[config.mk]
export PLATFORM = sky130hd
export DESIGN_NAME = usb_ep_io_ctrl_flat
export DESIGN_NICKNAME = d
export VERILOG_FILES = /design/src/rtl/usb_ep_io_ctrl_if.sv /design/src/rtl/usb_ep_io_ctrl.sv /design/src/flat_wrapper.sv
export SDC_FILE = /design/constraint.sdc
export NUM_CORES = 1
export LEC_CHECK = 0
export ABC_AREA = 1
export ABC_CLOCK_PERIOD_IN_PS = 1120
export BUFFER_PORTS_ARGS = -buffer_cell sky130_fd_sc_hd__buf_2
export CAP_MARGIN = 5
export CORE_MARGIN = 3
export CORE_UTILIZATION = 45
export CTS_CLUSTER_DIAMETER = 150
export DETAILED_ROUTE_END_ITERATION = 8
export PLACE_DENSITY = 0.79
export SYNTH_ARGS = -nofsm -noshare
export SYNTH_HDL_FRONTEND = slang
export SYNTH_SLANG_ARGS = --single-unit
[constraint.sdc]
create_clock -name clk -period 1.12 [get_ports clk]
set_clock_uncertainty 0.2 [all_clocks]
set_input_delay 0.224 -clock clk [delete_from_list [all_inputs] [get_ports clk]]
set_output_delay 0.224 -clock clk [all_outputs]
set_load 0.1 [all_outputs]
[src/rtl/usb_ep_io_ctrl_if.sv]
// CPU IO bus as seen by one endpoint controller: one-cycle read/write
// strobes, a word address, write data from the CPU, and read data back.
interface usb_ep_io_ctrl_if;
   logic        io_rd;
   logic        io_wr;
   logic [15:0] io_addr;
   logic [15:0] io_dout;
   logic [15:0] io_din;

   modport master (output io_rd, io_wr, io_addr, io_dout, input  io_din);
   modport slave  (input  io_rd, io_wr, io_addr, io_dout, output io_din);
endinterface

[src/rtl/usb_ep_io_ctrl.sv]
// Endpoint IO controller: maps the TX/RX FIFOs of one endpoint onto three
// IO words (DATA, STATUS, IRQ_EN). Every FIFO request is a registered,
// one-cycle pulse. Error and status flags are sticky, and the interrupt is
// a registered level output.
module usb_ep_io_ctrl #(
   parameter logic [15:0] base_addr  = 16'h0000,
   parameter int          addr_width = 4,   // STATUS packing assumes 4
   parameter int          data_width = 8
) (
   input  logic                  clk,
   input  logic                  reset_n,
   usb_ep_io_ctrl_if.slave       io,
   output logic [data_width-1:0] tx_data,
   output logic                  tx_wrreq,
   output logic                  tx_sclr,
   input  logic [addr_width-1:0] tx_usedw,
   input  logic                  tx_empty,
   input  logic                  tx_full,
   input  logic [data_width-1:0] rx_q,
   output logic                  rx_rdreq,
   output logic                  rx_sclr,
   input  logic [addr_width-1:0] rx_usedw,
   input  logic                  rx_empty,
   input  logic                  rx_full,
   input  logic                  usb_reset,
   output logic                  irq
);

   localparam logic [1:0] SEL_DATA   = 2'd0;
   localparam logic [1:0] SEL_STATUS = 2'd1;
   localparam logic [1:0] SEL_IRQEN  = 2'd2;

   logic [data_width-1:0] tx_data_q, tx_data_d;
   logic                  tx_wrreq_q, tx_wrreq_d;
   logic                  tx_sclr_q, tx_sclr_d;
   logic                  rx_rdreq_q, rx_rdreq_d;
   logic                  rx_sclr_q, rx_sclr_d;
   logic [15:0]           din_q, din_d;
   logic                  tx_ovf_q, tx_ovf_d;
   logic                  rx_unf_q, rx_unf_d;
   logic                  usbrst_q, usbrst_d;
   logic [2:0]            irq_en_q, irq_en_d;
   logic                  irq_q, irq_d;
   logic                  usb_reset_q;

   logic [15:0] off;
   logic [1:0]  sel;
   logic        hit, wr_hit, rd_hit, usb_rise;
   logic        data_wr, stat_wr, data_rd;
   logic [15:0] status_word;

   // Address decode, strobe qualification (a write masks a coincident read)
   // and next-state for every register.
   always_comb begin
      off         = io.io_addr - base_addr;
      sel         = off[1:0];
      hit         = (off < 16'd3);
      wr_hit      = io.io_wr & hit;
      rd_hit      = io.io_rd & ~io.io_wr & hit;
      usb_rise    = usb_reset & ~usb_reset_q;
      data_wr     = wr_hit & (sel == SEL_DATA);
      stat_wr     = wr_hit & (sel == SEL_STATUS);
      data_rd     = rd_hit & (sel == SEL_DATA);
      status_word = {1'b0, usbrst_q, rx_unf_q, tx_ovf_q,
                     tx_full, tx_empty, rx_full, rx_empty, tx_usedw, rx_usedw};

      // A flush from either source lands in the same cycle as any push the
      // CPU issued alongside it; that push is dropped outright and is not
      // treated as an overflow.
      tx_sclr_d  = usb_rise | (stat_wr & io.io_dout[0]);
      rx_sclr_d  = usb_rise | (stat_wr & io.io_dout[1]);
      tx_wrreq_d = data_wr & ~tx_full & ~tx_sclr_d;
      tx_data_d  = data_wr ? io.io_dout[data_width-1:0] : tx_data_q;
      rx_rdreq_d = data_rd & ~rx_empty;

      // Sticky flags: a set in the same cycle as a write-1-to-clear wins.
      tx_ovf_d = (data_wr & tx_full & ~tx_sclr_d) | (tx_ovf_q & ~(stat_wr & io.io_dout[12]));
      rx_unf_d = (data_rd & rx_empty)             | (rx_unf_q & ~(stat_wr & io.io_dout[13]));
      usbrst_d = usb_rise                         | (usbrst_q & ~(stat_wr & io.io_dout[14]));

      irq_en_d = (wr_hit & (sel == SEL_IRQEN)) ? io.io_dout[2:0] : irq_en_q;

      din_d = din_q;
      if (rd_hit) begin
         unique case (sel)
            SEL_DATA:   din_d = rx_empty ? 16'h0000 : {{(16-data_width){1'b0}}, rx_q};
            SEL_STATUS: din_d = status_word;
            SEL_IRQEN:  din_d = {13'h0000, irq_en_q};
            default:    din_d = din_q;
         endcase
      end

      irq_d = (irq_en_q[0] & ~rx_empty) | (irq_en_q[1] & tx_empty) |
              (irq_en_q[2] & (tx_ovf_q | rx_unf_q | usbrst_q));
   end

   // State and output registers; reset drops any pulse in flight.
   always_ff @(posedge clk or negedge reset_n) begin
      if (!reset_n) begin
         tx_data_q   <= '0;
         tx_wrreq_q  <= 1'b0;
         tx_sclr_q   <= 1'b0;
         rx_rdreq_q  <= 1'b0;
         rx_sclr_q   <= 1'b0;
         din_q       <= 16'h0000;
         tx_ovf_q    <= 1'b0;
         rx_unf_q    <= 1'b0;
         usbrst_q    <= 1'b0;
         irq_en_q    <= 3'b000;
         irq_q       <= 1'b0;
         usb_reset_q <= 1'b0;
      end else begin
         tx_data_q   <= tx_data_d;
         tx_wrreq_q  <= tx_wrreq_d;
         tx_sclr_q   <= tx_sclr_d;
         rx_rdreq_q  <= rx_rdreq_d;
         rx_sclr_q   <= rx_sclr_d;
         din_q       <= din_d;
         tx_ovf_q    <= tx_ovf_d;
         rx_unf_q    <= rx_unf_d;
         usbrst_q    <= usbrst_d;
         irq_en_q    <= irq_en_d;
         irq_q       <= irq_d;
         usb_reset_q <= usb_reset;
      end
   end

   assign tx_data   = tx_data_q;
   assign tx_wrreq  = tx_wrreq_q;
   assign tx_sclr   = tx_sclr_q;
   assign rx_rdreq  = rx_rdreq_q;
   assign rx_sclr   = rx_sclr_q;
   assign io.io_din = din_q;
   assign irq       = irq_q;

endmodule

[src/flat_wrapper.sv]
// flat-port wrapper written by rule: the top's interface ports become plain ports
module usb_ep_io_ctrl_flat 
#(
   parameter logic [15:0] base_addr  = 16'h0000,
   parameter int          addr_width = 4,                              
   parameter int          data_width = 8
)
  (clk, reset_n, tx_data, tx_wrreq, tx_sclr, tx_usedw, tx_empty, tx_full, rx_q, rx_rdreq, rx_sclr, rx_usedw, rx_empty, rx_full, usb_reset, irq, io_io_rd, io_io_wr, io_io_addr, io_io_dout, io_io_din);
  usb_ep_io_ctrl_if io_i ();
  input  logic clk;
  input  logic reset_n;
  output logic [data_width-1:0] tx_data;
  output logic tx_wrreq;
  output logic tx_sclr;
  input  logic [addr_width-1:0] tx_usedw;
  input  logic tx_empty;
  input  logic tx_full;
  input  logic [data_width-1:0] rx_q;
  output logic rx_rdreq;
  output logic rx_sclr;
  input  logic [addr_width-1:0] rx_usedw;
  input  logic rx_empty;
  input  logic rx_full;
  input  logic usb_reset;
  output logic irq;
  input wire logic [$bits(io_i.io_rd)-1:0] io_io_rd;
  input wire logic [$bits(io_i.io_wr)-1:0] io_io_wr;
  input wire logic [$bits(io_i.io_addr)-1:0] io_io_addr;
  input wire logic [$bits(io_i.io_dout)-1:0] io_io_dout;
  output wire logic [$bits(io_i.io_din)-1:0] io_io_din;
  assign io_i.io_rd = io_io_rd;
  assign io_i.io_wr = io_io_wr;
  assign io_i.io_addr = io_io_addr;
  assign io_i.io_dout = io_io_dout;
  assign io_io_din = io_i.io_din;
  usb_ep_io_ctrl #(.base_addr(base_addr), .addr_width(addr_width), .data_width(data_width)) u_core (.clk(clk), .reset_n(reset_n), .io(io_i), .tx_data(tx_data), .tx_wrreq(tx_wrreq), .tx_sclr(tx_sclr), .tx_usedw(tx_usedw), .tx_empty(tx_empty), .tx_full(tx_full), .rx_q(rx_q), .rx_rdreq(rx_rdreq), .rx_sclr(rx_sclr), .rx_usedw(rx_usedw), .rx_empty(rx_empty), .rx_full(rx_full), .usb_reset(usb_reset), .irq(irq));
endmodule
==> results of run 1 <==
[Yosys cell counts]
cell,n,area [sq um]
a22o_1,5,43.8
nand4_2,1,12.5
nand4_4,1,21.3
inv_2,4,15.0
buf_6,3,33.8
nor2_1,10,37.5
o31ai_1,1,7.51
conb_1,1,3.75
a22oi_1,1,7.51
dfrtp_1,35,876
nand2_2,3,18.8
inv_1,7,26.3
ha_1,4,50.1
nand3_1,12,60.1
buf_4,1,7.51
nor2_8,2,40.0
clkinv_2,1,5.00
o21ai_1,2,10.0
nor2_4,1,11.3
o21ai_2,10,87.6
nand2_4,1,11.3
nor2_2,1,6.26
nand2_1,82,308
clkbuf_1,1,3.75
nand3_2,1,10.0
[stage by stage]
| stage | cell area (sq um) | setup WS (ns) | cells | utilization |
|---|---|---|---|---|
| 2_1_floorplan | 1830 | -0.225 | 191 | - |
| 3_3_place_gp | 2760 | -0.415 | 322 | 0.789 |
| 3_5_place_dp | 2760 | -0.468 | 322 | 0.789 |
| 4_1_cts | 3290 | -0.220 | 358 | 0.942 |
[cell families after synthesis]
group,synth area share
other,0.00219
flip-flops,0.511
AND/OR/NAND/NOR,0.313
AO/OA/AOI/OAI,0.0912
adder cells (fa/ha/maj),0.0292
buffers and inverters,0.0533
[repair_timing]
item / in CTS
hold endpoints to repair: 47
hold buffers: 12
endpoints found under the setup margin: 61
pin swaps: 7
buffers inserted: 13
gates resized for setup: 39
cloned: 3
==> out/qor.yml, run 1 <==
flow.stopped_at: "5_1_grt"
ios: 86
synth_nets: 252
clockBufferDepth: 2
ys_warn_count: 0
ys_seq_area_frac: 0.511
grt_max_degree: 36
portBuffers: 79
worst_endpoint_kind: "register data pin"
dieHeight_um: 67.7
syn_area_sq_um: 1710
ys_ff_latch: 35
start_util: 0.491
h-tree-depth: 2
fp.dieW_um: 67.7
ys_types: 25
dp_hpwl_um: 3950
root_buffer: "clkbuf_8"
avgSynthCellArea_sq_um: 8.97
fp-row-count: 21
synthCells: 191
cts_buffers: 5
error: "[ERROR DPL-0038] Utilization greater than 100%, impossible to legalize"
status: "stopped before the end"
postGrtWorstEndpoint: "u_core.tx_ovf_q$_DFF_PN0_/D"
cts_sinks: 35
place_congestion: 0.783
==> inputs of run 2 (changes only) <==
--- a/config.mk
+++ b/config.mk
@@ -10,10 +10,9 @@
 export BUFFER_PORTS_ARGS = -buffer_cell sky130_fd_sc_hd__buf_2
 export CAP_MARGIN = 5
 export CORE_MARGIN = 3
-export CORE_UTILIZATION = 45
-export CTS_CLUSTER_DIAMETER = 150
+export CORE_UTILIZATION = 35
 export DETAILED_ROUTE_END_ITERATION = 8
-export PLACE_DENSITY = 0.79
+export PLACE_DENSITY_LB_ADDON = 0.15
 export SYNTH_ARGS = -nofsm -noshare
 export SYNTH_HDL_FRONTEND = slang
 export SYNTH_SLANG_ARGS = --single-unit
==> run 2 against run 1 <==
Against the previous run:
- synthesized cell count unchanged
- synthesized area unchanged
- the flow now finishes, with violations (negative setup slack)
==> out/qor.yml, run 2 <==
critPathKind: "flop to primary output"
avgSynthCellArea_sq_um: 8.97
register_area_sq_um: 911
peakVddDrop_v: 0.000621
finalSetupTns_ns: -9.10
ios: 86
slowest_stage: "dfrtp_2"
status: "complete, but fails checks"
start_util: 0.378
final_cell_mix: "55 x nand2_1, 48 x buf_2, 30 x buf_12"
yosys-top-cells-area: "dfrtp_1 51%, nand2_1 18%, o21ai_2 5.1%"
cp.arrival_ns: 0.90
drt_first_pass_iters: 4
crit_fanout: 2
dp_hpwl_um: 3470
route.detailed.drc: 0
place_congestion: 0.735
syn_area_sq_um: 1710
drt_iter0_markers: 78
fmax_mhz: 756
ys_dominant_reg_cell: "dfrtp_1"
gr-total-overflow: 0
synthCells: 191
dieArea_sq_um: 5770
vias: 1734
multiInputGateArea_sq_um: 927
synth_top_area_frac: 0.511
root_buffer: "clkbuf_8"
cp_cell_sequence: "buf_12"
endpoint_kind: "primary output"
n_antenna_cell: 0
setup_ws_ns: -0.203
core_area_sq_um: 4530
static-leakage-power_nw: 1.65
h-tree-depth: 2
grt_pass1_vias: 1826
fp.dieW_um: 76.0
portBuffers: 79
ys_ff_latch: 35
path_clk_slew_ns: 0.07
synthTopCellsByCount: "82 x nand2_1, 35 x dfrtp_1, 12 x nand3_1, 10 x nor2_1, 10 x o21ai_2"
place_inst: 344
cts_sinks: 35
synth_nets: 252
grt_use_total: 0.178
max_cap_viol_count: 0
wl_um: 5070
drt.antenna.violating_nets: 0
slew_violations: 0
netlist.top_cell.by_area: "dfrtp_1"
largest_reg_flops: 15
fp-row-count: 24
clockBufferDepth: 2
grt_max_degree: 36
viasPerCell: 4.55
wl_per_cell_um: 13.3
ys_seq_area_frac: 0.511
setup_violations: 61
period_needed_ns: 1.32
fin_crit_sh: 1.18
final_common_cell: "nand2_1"
cp.required_ns: 0.70
critPathLaunchType: "flop"
dieHeight_um: 76.0
async_flop_share: 1.00
cts_tree: "done"
ys_types: 25
areaGrowthSynthToFinish_pct: 93.3
critPathMaxStageDelay_ns: 0.44
ys_warn_count: 0
path_delay_family: "flip-flops"
synth_edf_count: 0
violations: "negative setup slack"
layout.cells.non_filler: 381
min_path_type: "primary input to flop"
nFillCells: 318
power_density_nw_per_um2: 780
nets: 376
cp_num_buf_inv: 1
cts_buffers: 5
drive_above_1_share: 0.677
antenna_found_initial: 0
yosysMostFrequentCell: "nand2_1"
rsz0062_at_grt: "yes"
grt_pass1_wl_um: 8340
finalHoldViolations: 0
clock_latency_ns: 0.28
-- run 2: cell counts after synthesis --
No cell type changed its count.
-- run 2: cells by family after synthesis --
| family | after synthesis | synth area share |
|---|---|---|
| other | 1 | 0.00219 |
| adders and majority gates | 4 | 0.0292 |
| and+or+nand+nor | 115 | 0.313 |
| DFF | 35 | 0.511 |
| AOI/OAI and AO/OA | 19 | 0.0912 |
| buffers and inverters | 17 | 0.0533 |
-- run 2: final cells by class --
| cell class | count | share of cell area |
|---|---|---|
| clock buffers | 7 | 0.0261 |
| clock inverters | 1 | 0.00151 |
| inverters | 12 | 0.0181 |
| multi-input cells | 139 | 0.280 |
| flip-flops and latches | 35 | 0.275 |
| well taps | 65 | 0.0245 |
| repair buffers | 121 | 0.372 |
| repair inverters | 1 | 0.00264 |
-- run 2: worst paths after layout --
kind / cells past startpoint / from / end / slack, ns
worst max-delay path: 1 / u_core.io.io_din[2] / io_io_din[2] / -0.20
worst min register to register: 2 / u_core.tx_ovf_q / u_core.irq / 0.30
worst min-delay path: 4 / tx_full / u_core.tx_wrreq / 0.01
worst max register to register: 2 / u_core.rx_unf_q / u_core.irq / 0.10
max in group asynchronous: 3 / reset_n / u_core.tx_wrreq / 0.29
min in group asynchronous: 3 / reset_n / u_core.io.io_din[9] / 0.23
-- run 2: report_power, final --
part           switching, mW  total (mW)  internal [mW]
Sequential           0.00408        1.27           1.27
Clock                  0.436       0.931          0.496
Combinational          0.206       0.379          0.174
-- run 2: routing by layer --
metal / up-vias / part of all wire / global-route usage
met4: 0 / 0.010 / 0.0543
met2: 47 / 0.54 / 0.323
met1: 825 / 0.40 / 0.204
li1: 857 / - / -
met3: 5 / 0.055 / 0.0496
met5: - / 0 / 0
-- run 2: what timing repair did --
action	CTS	global route
pin swaps	13	5
endpoints found under the setup margin	61	61
gates cloned	3	0
hold endpoints to repair	45	0
gates resized for setup	41	12
hold buffers	10	0
buffers inserted	9	8
-- run 2: per-stage QoR --
stage,util,setup WS [ns],area (sq um),power (mW),hold slack [ns]
after floorplan,-,-0.225,1830,1.44,-0.272
after global placement,0.618,-0.443,2800,1.63,0.00252
after detailed placement,0.618,-0.485,2800,1.63,-0.00227
after CTS,0.716,-0.205,3250,2.61,0.00301
after global routing,0.731,-0.228,3310,2.70,0.0176
final,0.731,-0.203,3310,2.58,0.0109
Power figures use the tool's default switching activity.
